[config.mk]
export PLATFORM = sky130hd
export DESIGN_NAME = cpu_sequencer
export DESIGN_NICKNAME = d
export VERILOG_FILES = /design/src/rtl/cpu_sequencer.sv
export SDC_FILE = /design/constraint.sdc
export NUM_CORES = 1
export LEC_CHECK = 0
export ABC_AREA = 1
export ABC_CLOCK_PERIOD_IN_PS = 2650
export CORE_MARGIN = 4
export CORE_UTILIZATION = 46
export DETAILED_ROUTE_END_ITERATION = 10
export HOLD_SLACK_MARGIN = 0.1
export PLACE_DENSITY = 0.82
export SYNTH_ARGS = -nofsm -noshare
export SYNTH_HDL_FRONTEND = slang
export SYNTH_SLANG_ARGS = --single-unit
[constraint.sdc]
create_clock -name clk -period 2.65 [get_ports clk]
set_input_delay 0.265 -clock clk [delete_from_list [all_inputs] [get_ports clk]]
set_output_delay 0.265 -clock clk [all_outputs]
set_load 0.005 [all_outputs]
[src/rtl/cpu_sequencer.sv]
// Multi-cycle fetch/decode/condition/execute/memory/writeback control FSM that owns the PC and IR.
// Latency: DP 5, branch 4, load 6 cycles plus bus wait; bus requests are held until ack or timeout (sticky FAULT).
module cpu_sequencer #(
    parameter logic [31:0] RESET_PC    = 32'h0000_0000,
    parameter int          BUS_TIMEOUT = 16
) (
    input  logic        clk,
    input  logic        rst_n,
    input  logic        halt,
    output logic        instr_req,
    output logic [31:0] instr_addr,
    input  logic        instr_ack,
    input  logic [31:0] instr_rdata,
    output logic [31:0] ir,
    output logic        dec_enable,
    input  logic        dec_valid,
    input  logic [3:0]  flags_nzcv,
    output logic        exec_en,
    output logic        mem_req,
    output logic        mem_we,
    input  logic        mem_ack,
    output logic        wb_en,
    output logic        lr_we,
    output logic [31:0] lr_wdata,
    output logic [31:0] pc,
    output logic        retire,
    output logic        undef,
    output logic        fault,
    output logic [2:0]  state
);

    typedef enum logic [2:0] {
        S_FETCH  = 3'd0,
        S_DECODE = 3'd1,
        S_CHECK  = 3'd2,
        S_EXEC   = 3'd3,
        S_MEM    = 3'd4,
        S_WB     = 3'd5,
        S_FAULT  = 3'd7
    } state_t;

    localparam int TW = $clog2(BUS_TIMEOUT + 1);

    state_t        cur_state, nxt_state;
    logic [31:0]   pc_q, pc_nxt, ir_q, ir_nxt;
    logic [TW-1:0] tcnt_q, tcnt_nxt;
    logic [2:0]    iclass;
    logic          class_ok, cond_ok, is_branch, is_ls, bus_expired;
    logic [31:0]   br_off;

    function automatic logic cond_pass(input logic [3:0] c, input logic [3:0] f);
        logic n, z, cy, v;
        {n, z, cy, v} = f;
        case (c)
            4'h0:    cond_pass = z;
            4'h1:    cond_pass = !z;
            4'h2:    cond_pass = cy;
            4'h3:    cond_pass = !cy;
            4'h4:    cond_pass = n;
            4'h5:    cond_pass = !n;
            4'h6:    cond_pass = v;
            4'h7:    cond_pass = !v;
            4'h8:    cond_pass = cy & !z;
            4'h9:    cond_pass = !cy | z;
            4'ha:    cond_pass = (n == v);
            4'hb:    cond_pass = (n != v);
            4'hc:    cond_pass = !z & (n == v);
            4'hd:    cond_pass = z | (n != v);
            4'he:    cond_pass = 1'b1;
            default: cond_pass = 1'b0;
        endcase
    endfunction

    assign iclass      = ir_q[27:25];
    assign class_ok    = (iclass inside {3'b000, 3'b001, 3'b010, 3'b011, 3'b101});
    assign is_branch   = (iclass == 3'b101);
    assign is_ls       = (iclass[2:1] == 2'b01);
    assign cond_ok     = cond_pass(ir_q[31:28], flags_nzcv);
    assign br_off      = {{6{ir_q[23]}}, ir_q[23:0], 2'b00};
    assign bus_expired = (tcnt_q == TW'(BUS_TIMEOUT - 1));

    always_ff @(posedge clk or negedge rst_n) begin
        if (!rst_n) begin
            cur_state <= S_FETCH;
            pc_q      <= RESET_PC;
            ir_q      <= '0;
            tcnt_q    <= '0;
        end else begin
            cur_state <= nxt_state;
            pc_q      <= pc_nxt;
            ir_q      <= ir_nxt;
            tcnt_q    <= tcnt_nxt;
        end
    end

    always_comb begin
        nxt_state  = cur_state;
        pc_nxt     = pc_q;
        ir_nxt     = ir_q;
        tcnt_nxt   = tcnt_q;
        instr_req  = 1'b0;
        dec_enable = 1'b0;
        exec_en    = 1'b0;
        mem_req    = 1'b0;
        mem_we     = 1'b0;
        wb_en      = 1'b0;
        lr_we      = 1'b0;
        retire     = 1'b0;
        undef      = 1'b0;
        fault      = 1'b0;
        case (cur_state)
            S_FETCH: begin
                if (!halt) begin
                    // Gated by rst_n so the request drops the instant reset asserts.
                    instr_req = rst_n;
                    if (instr_ack) begin
                        ir_nxt    = instr_rdata;
                        nxt_state = S_DECODE;
                    end else if (bus_expired) begin
                        nxt_state = S_FAULT;
                    end else begin
                        tcnt_nxt = tcnt_q + TW'(1);
                    end
                end
            end
            S_DECODE: begin
                dec_enable = 1'b1;
                nxt_state  = S_CHECK;
            end
            S_CHECK: begin
                if (!dec_valid || !class_ok) begin
                    undef     = 1'b1;
                    retire    = 1'b1;
                    pc_nxt    = pc_q + 32'd4;
                    nxt_state = S_FETCH;
                end else if (!cond_ok) begin
                    retire    = 1'b1;
                    pc_nxt    = pc_q + 32'd4;
                    nxt_state = S_FETCH;
                end else begin
                    nxt_state = S_EXEC;
                end
            end
            S_EXEC: begin
                exec_en = 1'b1;
                if (is_branch) begin
                    pc_nxt    = pc_q + 32'd8 + br_off;
                    lr_we     = ir_q[24];
                    retire    = 1'b1;
                    nxt_state = S_FETCH;
                end else if (is_ls) begin
                    nxt_state = S_MEM;
                end else if (ir_q[24:23] == 2'b10) begin
                    // TST/TEQ/CMP/CMN only update flags: nothing to write back.
                    retire    = 1'b1;
                    pc_nxt    = pc_q + 32'd4;
                    nxt_state = S_FETCH;
                end else begin
                    nxt_state = S_WB;
                end
            end
            S_MEM: begin
                mem_req = rst_n;
                mem_we  = ~ir_q[20];
                if (mem_ack) begin
                    if (ir_q[20] || ir_q[21] || !ir_q[24]) begin
                        nxt_state = S_WB;
                    end else begin
                        retire    = 1'b1;
                        pc_nxt    = pc_q + 32'd4;
                        nxt_state = S_FETCH;
                    end
                end else if (bus_expired) begin
                    nxt_state = S_FAULT;
                end else begin
                    tcnt_nxt = tcnt_q + TW'(1);
                end
            end
            S_WB: begin
                wb_en     = 1'b1;
                retire    = 1'b1;
                pc_nxt    = pc_q + 32'd4;
                nxt_state = S_FETCH;
            end
            S_FAULT: begin
                fault = 1'b1;
            end
            default: begin
                nxt_state = S_FAULT;
            end
        endcase
        // Every state change starts a fresh bus-wait window.
        if (nxt_state != cur_state) begin
            tcnt_nxt = '0;
        end
    end

    assign instr_addr = pc_q;
    assign pc         = pc_q;
    assign ir         = ir_q;
    assign lr_wdata   = lr_we ? pc_q + 32'd4 : 32'd0;
    assign state      = cur_state;

endmodule

==> impl_metrics.yaml <==
worst_setup_path:
  critical_path.max_fanout: 5
  endpoint_kind: "register"
  crit_path_max_incr_delay_ns: 0.44
  worst_path_dominant_cell_family: "simple AND/OR/NAND/NOR gates"
  crit_path_frequent_cell: "nor2_1"
  worst-setup-path-type: "register to register"
  crit_buf_inv: 1
  start_kind: "register"
  cp.required_ns: 2.92
  critPathSlowestCell: "dfrtp_2"
  critical_path_arrival_ns: 2.94
  crit_chain: "buf_4, ha_1, ha_2, nand2_2, nor2_2, nand3_1, nand3_1, nand2_1, nand4_1, nand2_1, nor2_1, nor2_1, nor2_1"
power:
  cellLeakagePower_nw: 4.68
  report.power.total_mw: 12.2
  powerDensity_nw_per_um2: 1220
  vdd_drop_max_v: 0.000587
synth:
  synth_seq_cells: 70
  synthDominantAreaCellType: "dfrtp_1"
  syn_area_per_cell_um2: 7.07
  synth_seq_area_share_pct: 24.8
  number_of_different_library_cells_in_the_post_synthesis_netlist: 55
  syn-cell-area_um2: 7060
  ys_async_sr_fraction_pct: 100
  ys_dominant_reg_cell: "dfrtp_1"
  synthDominantCellAreaShare_pct: 24.8
  syn_inst: 998
  synth.yosys.warnings: 0
  ys_top_cells_by_area: "dfrtp_1 (25%), nand2_1 (12%), ha_1 (11%)"
  post_synth_most_frequent_cells: "nand2_1 (226), nor2_1 (128), inv_1 (101)"
  synth_most_common_cell: "nand2_1"
  number_of_synthesized_flops_with_an_enable_pin: 0
clocking:
  num_cts_buffers: 9
  worstSkewPairLatency_ns: 0.36
  tritoncts: "built"
  cts.path.max_buffers: 2
  clock_tree.root_cell: "clkbuf_16"
  numClockSinks: 70
  ctsHtreeMaxLevel: 3
  path_clk_slew_ns: 0.06
  cts_hold_repair.buffers: 0
timing:
  worst_pin_slew_ns: 0.983
  clock.fmax_mhz: 374
  report.final.slew_viol_count: 0
  fin_crit_ns: 2.67
  max-slew-margin-rel_pct: 34.5
  finalHoldViolCount: 0
  setup_viol_count_final: 1
  rsz0062_at_grt: "true"
  hold_ws_ns: 0.194
  clock_skew_ns: 0.00934
  final.setup.worst_slack_ns: -0.0212
  period_share_pct: 101
finish:
  final_layout_size_suffix_gt1_share_pct: 23.7
  antenna_cells: 0
  area_delta_synth_final_pct: 41.2
  nets: 1319
global_route:
  first_global_vias: 7472
  grt_util_all_layers_pct: 26.6
  grt_start_max_net_pins: 71
  first_pass_grt_wire_length_mm: 37.7
  number_of_antenna_violations_at_the_first_check_in_global_routing: 0
  grt_overflow: 0
routing:
  route.detailed.vias_per_inst: 5.60
  vias: 7897
  drtPass1Iterations: 6
  drc: 0
  wl_per_cell_um: 17.4
  first_iter_violations: 875
  antenna_left: 0
  drt-total-wl_mm: 24.5
die:
  effective_utilization_at_floorplan_pct: 46.6
  io_pins: 183
  die_x_um: 132
  die-height_um: 132
  core_um2: 15100
  floorplan.die_area_um2: 17400
  row_count: 45
run:
  drv.max_cap_violation_count: 0
hold_path:
  hp-class: "input port to asynchronous set/reset pin"
placement:
  hpwlAfterDp_mm: 17.7
  place.port_buffers: 176
  pre_cts_slack_ns: -0.00225
  gpl.final_weighted_congestion: 0.988
run_status:
  status: "finished, violations left"
  failed_checks: "negative setup slack"
layout by cell type, fill, tap and decap left out, types with 6 or more instances in the layout:
| master | netlist | layout |
|---|---|---|
| ha_1 | 60 | 51 |
| nand4_1 | 12 | 12 |
| nor2_2 | 7 | 21 |
| dfrtp_1 | 70 | 51 |
| nor2_4 | 5 | 8 |
| inv_1 | 101 | 97 |
| o21ai_2 | 14 | 17 |
| o21ai_0 | 30 | 22 |
| nand3_1 | 70 | 68 |
| nor3_1 | 18 | 9 |
| buf_4 | 40 | 78 |
| nor3_2 | 5 | 11 |
| conb_1 | 1 | 6 |
| o21ai_1 | 8 | 13 |
| clkbuf_16 | 0 | 9 |
| o211ai_2 | 6 | 6 |
| inv_2 | 11 | 14 |
| dlygate4sd2_1 | 0 | 8 |
| mux2_2 | 25 | 25 |
| a21oi_2 | 3 | 12 |
| nand3_2 | 6 | 7 |
| nor2_1 | 128 | 111 |
| clkdlybuf4s50_1 | 0 | 159 |
| xor2_1 | 27 | 21 |
| nand2_2 | 5 | 11 |
| nand2_1 | 226 | 220 |
| a21oi_1 | 57 | 48 |
| dfrtp_2 | 0 | 19 |
| xor2_2 | 1 | 7 |
final cells by class:
type                       count  area [um^2]
multi-input combinational    764         4830
inverter                     114          438
sequential                    70         1780
fill                        1246         5170
tap                          188          235
clock buffer                  12          256
clock inverter                 4         45.0
timing repair buffer         257         2390
worst reg2reg max path, cell delays in order (launching register included):
cell     delay (ns)
dfrtp_2        0.44
buf_4          0.16
ha_1           0.29
ha_2           0.39
nand2_2        0.11
nor2_2         0.19
nand3_1        0.14
nand3_1        0.20
nand2_1        0.12
nand4_1        0.08
nand2_1        0.05
nor2_1         0.21
nor2_1         0.08
nor2_1         0.13
registers in the layout (all words and copies together) (netlist names):
register    flops
ir             32
state           3
tcnt_q          5
instr_addr     30
where the power goes:
part           total [mW]  internal (mW)  switching [mW]
registers            2.14           1.56           0.581
clock network        1.27          0.776           0.494
logic                8.80           3.92            4.88
what timing repair did:
action                                  in CTS  in global routing
endpoints found under the setup margin      22                 35
resized for setup                           48                 83
setup buffers                               26                 15
pin swaps                                    8                 21
worst paths after layout:
path	startpoint	endpoint	slack [ns]	cells after the start
setup / recovery	instr_addr[11]	instr_addr[28]	-0.02	13
hold / removal	rst_n	ir[31]	0.19	2
setup reg to reg	instr_addr[11]	instr_addr[28]	-0.02	13
hold reg to reg	ir[5]	ir[5]	0.54	1
max in group asynchronous	rst_n	instr_addr[17]	1.75	2
min in group clk	instr_rdata[28]	ir[28]	0.49	3
per-stage QoR:
stage                     area (um^2)  setup TNS [ns]  cells  utilization [%]
after floorplan                  7080               0   1003                -
after global placement           9000               0   1352             59.4
after detailed placement         9000        -0.00225   1352             59.4
after CTS                        9580         -0.0674   1394             63.3
after global routing             9970          -0.644   1409             65.8
final                            9970         -0.0212   1409             65.8
cell families (layout without fill, tap and decap cells):
| logic type | count (synthesis) | after routing | share of synthesized area (%) |
|---|---|---|---|
| AND/OR/NAND/NOR | 505 | 505 | 32.4 |
| buffers and inverters | 169 | 387 | 11.9 |
| AO/OA/AOI/OAI | 134 | 134 | 11.7 |
| flip-flops | 70 | 70 | 24.8 |
| adder cells (fa/ha/maj) | 61 | 61 | 10.9 |
| XOR/XNOR | 32 | 32 | 4.08 |
| multiplexers | 26 | 26 | 4.13 |
| other | 1 | 6 | 0.0531 |
routing by layer:
layer / part of all wire (%) / GRT usage (%) / up-vias / wire length [um]
met5: 0 / 0 / - / 0
met2: 47 / 43.5 / 447 / 11400
met4: 3.6 / 9.98 / 0 / 875
li1: - / - / 3681 / -
met3: 9.2 / 6.26 / 81 / 2250
met1: 41 / 34.2 / 3688 / 9930
No activity file was read; power rests on OpenSTA's default activity.
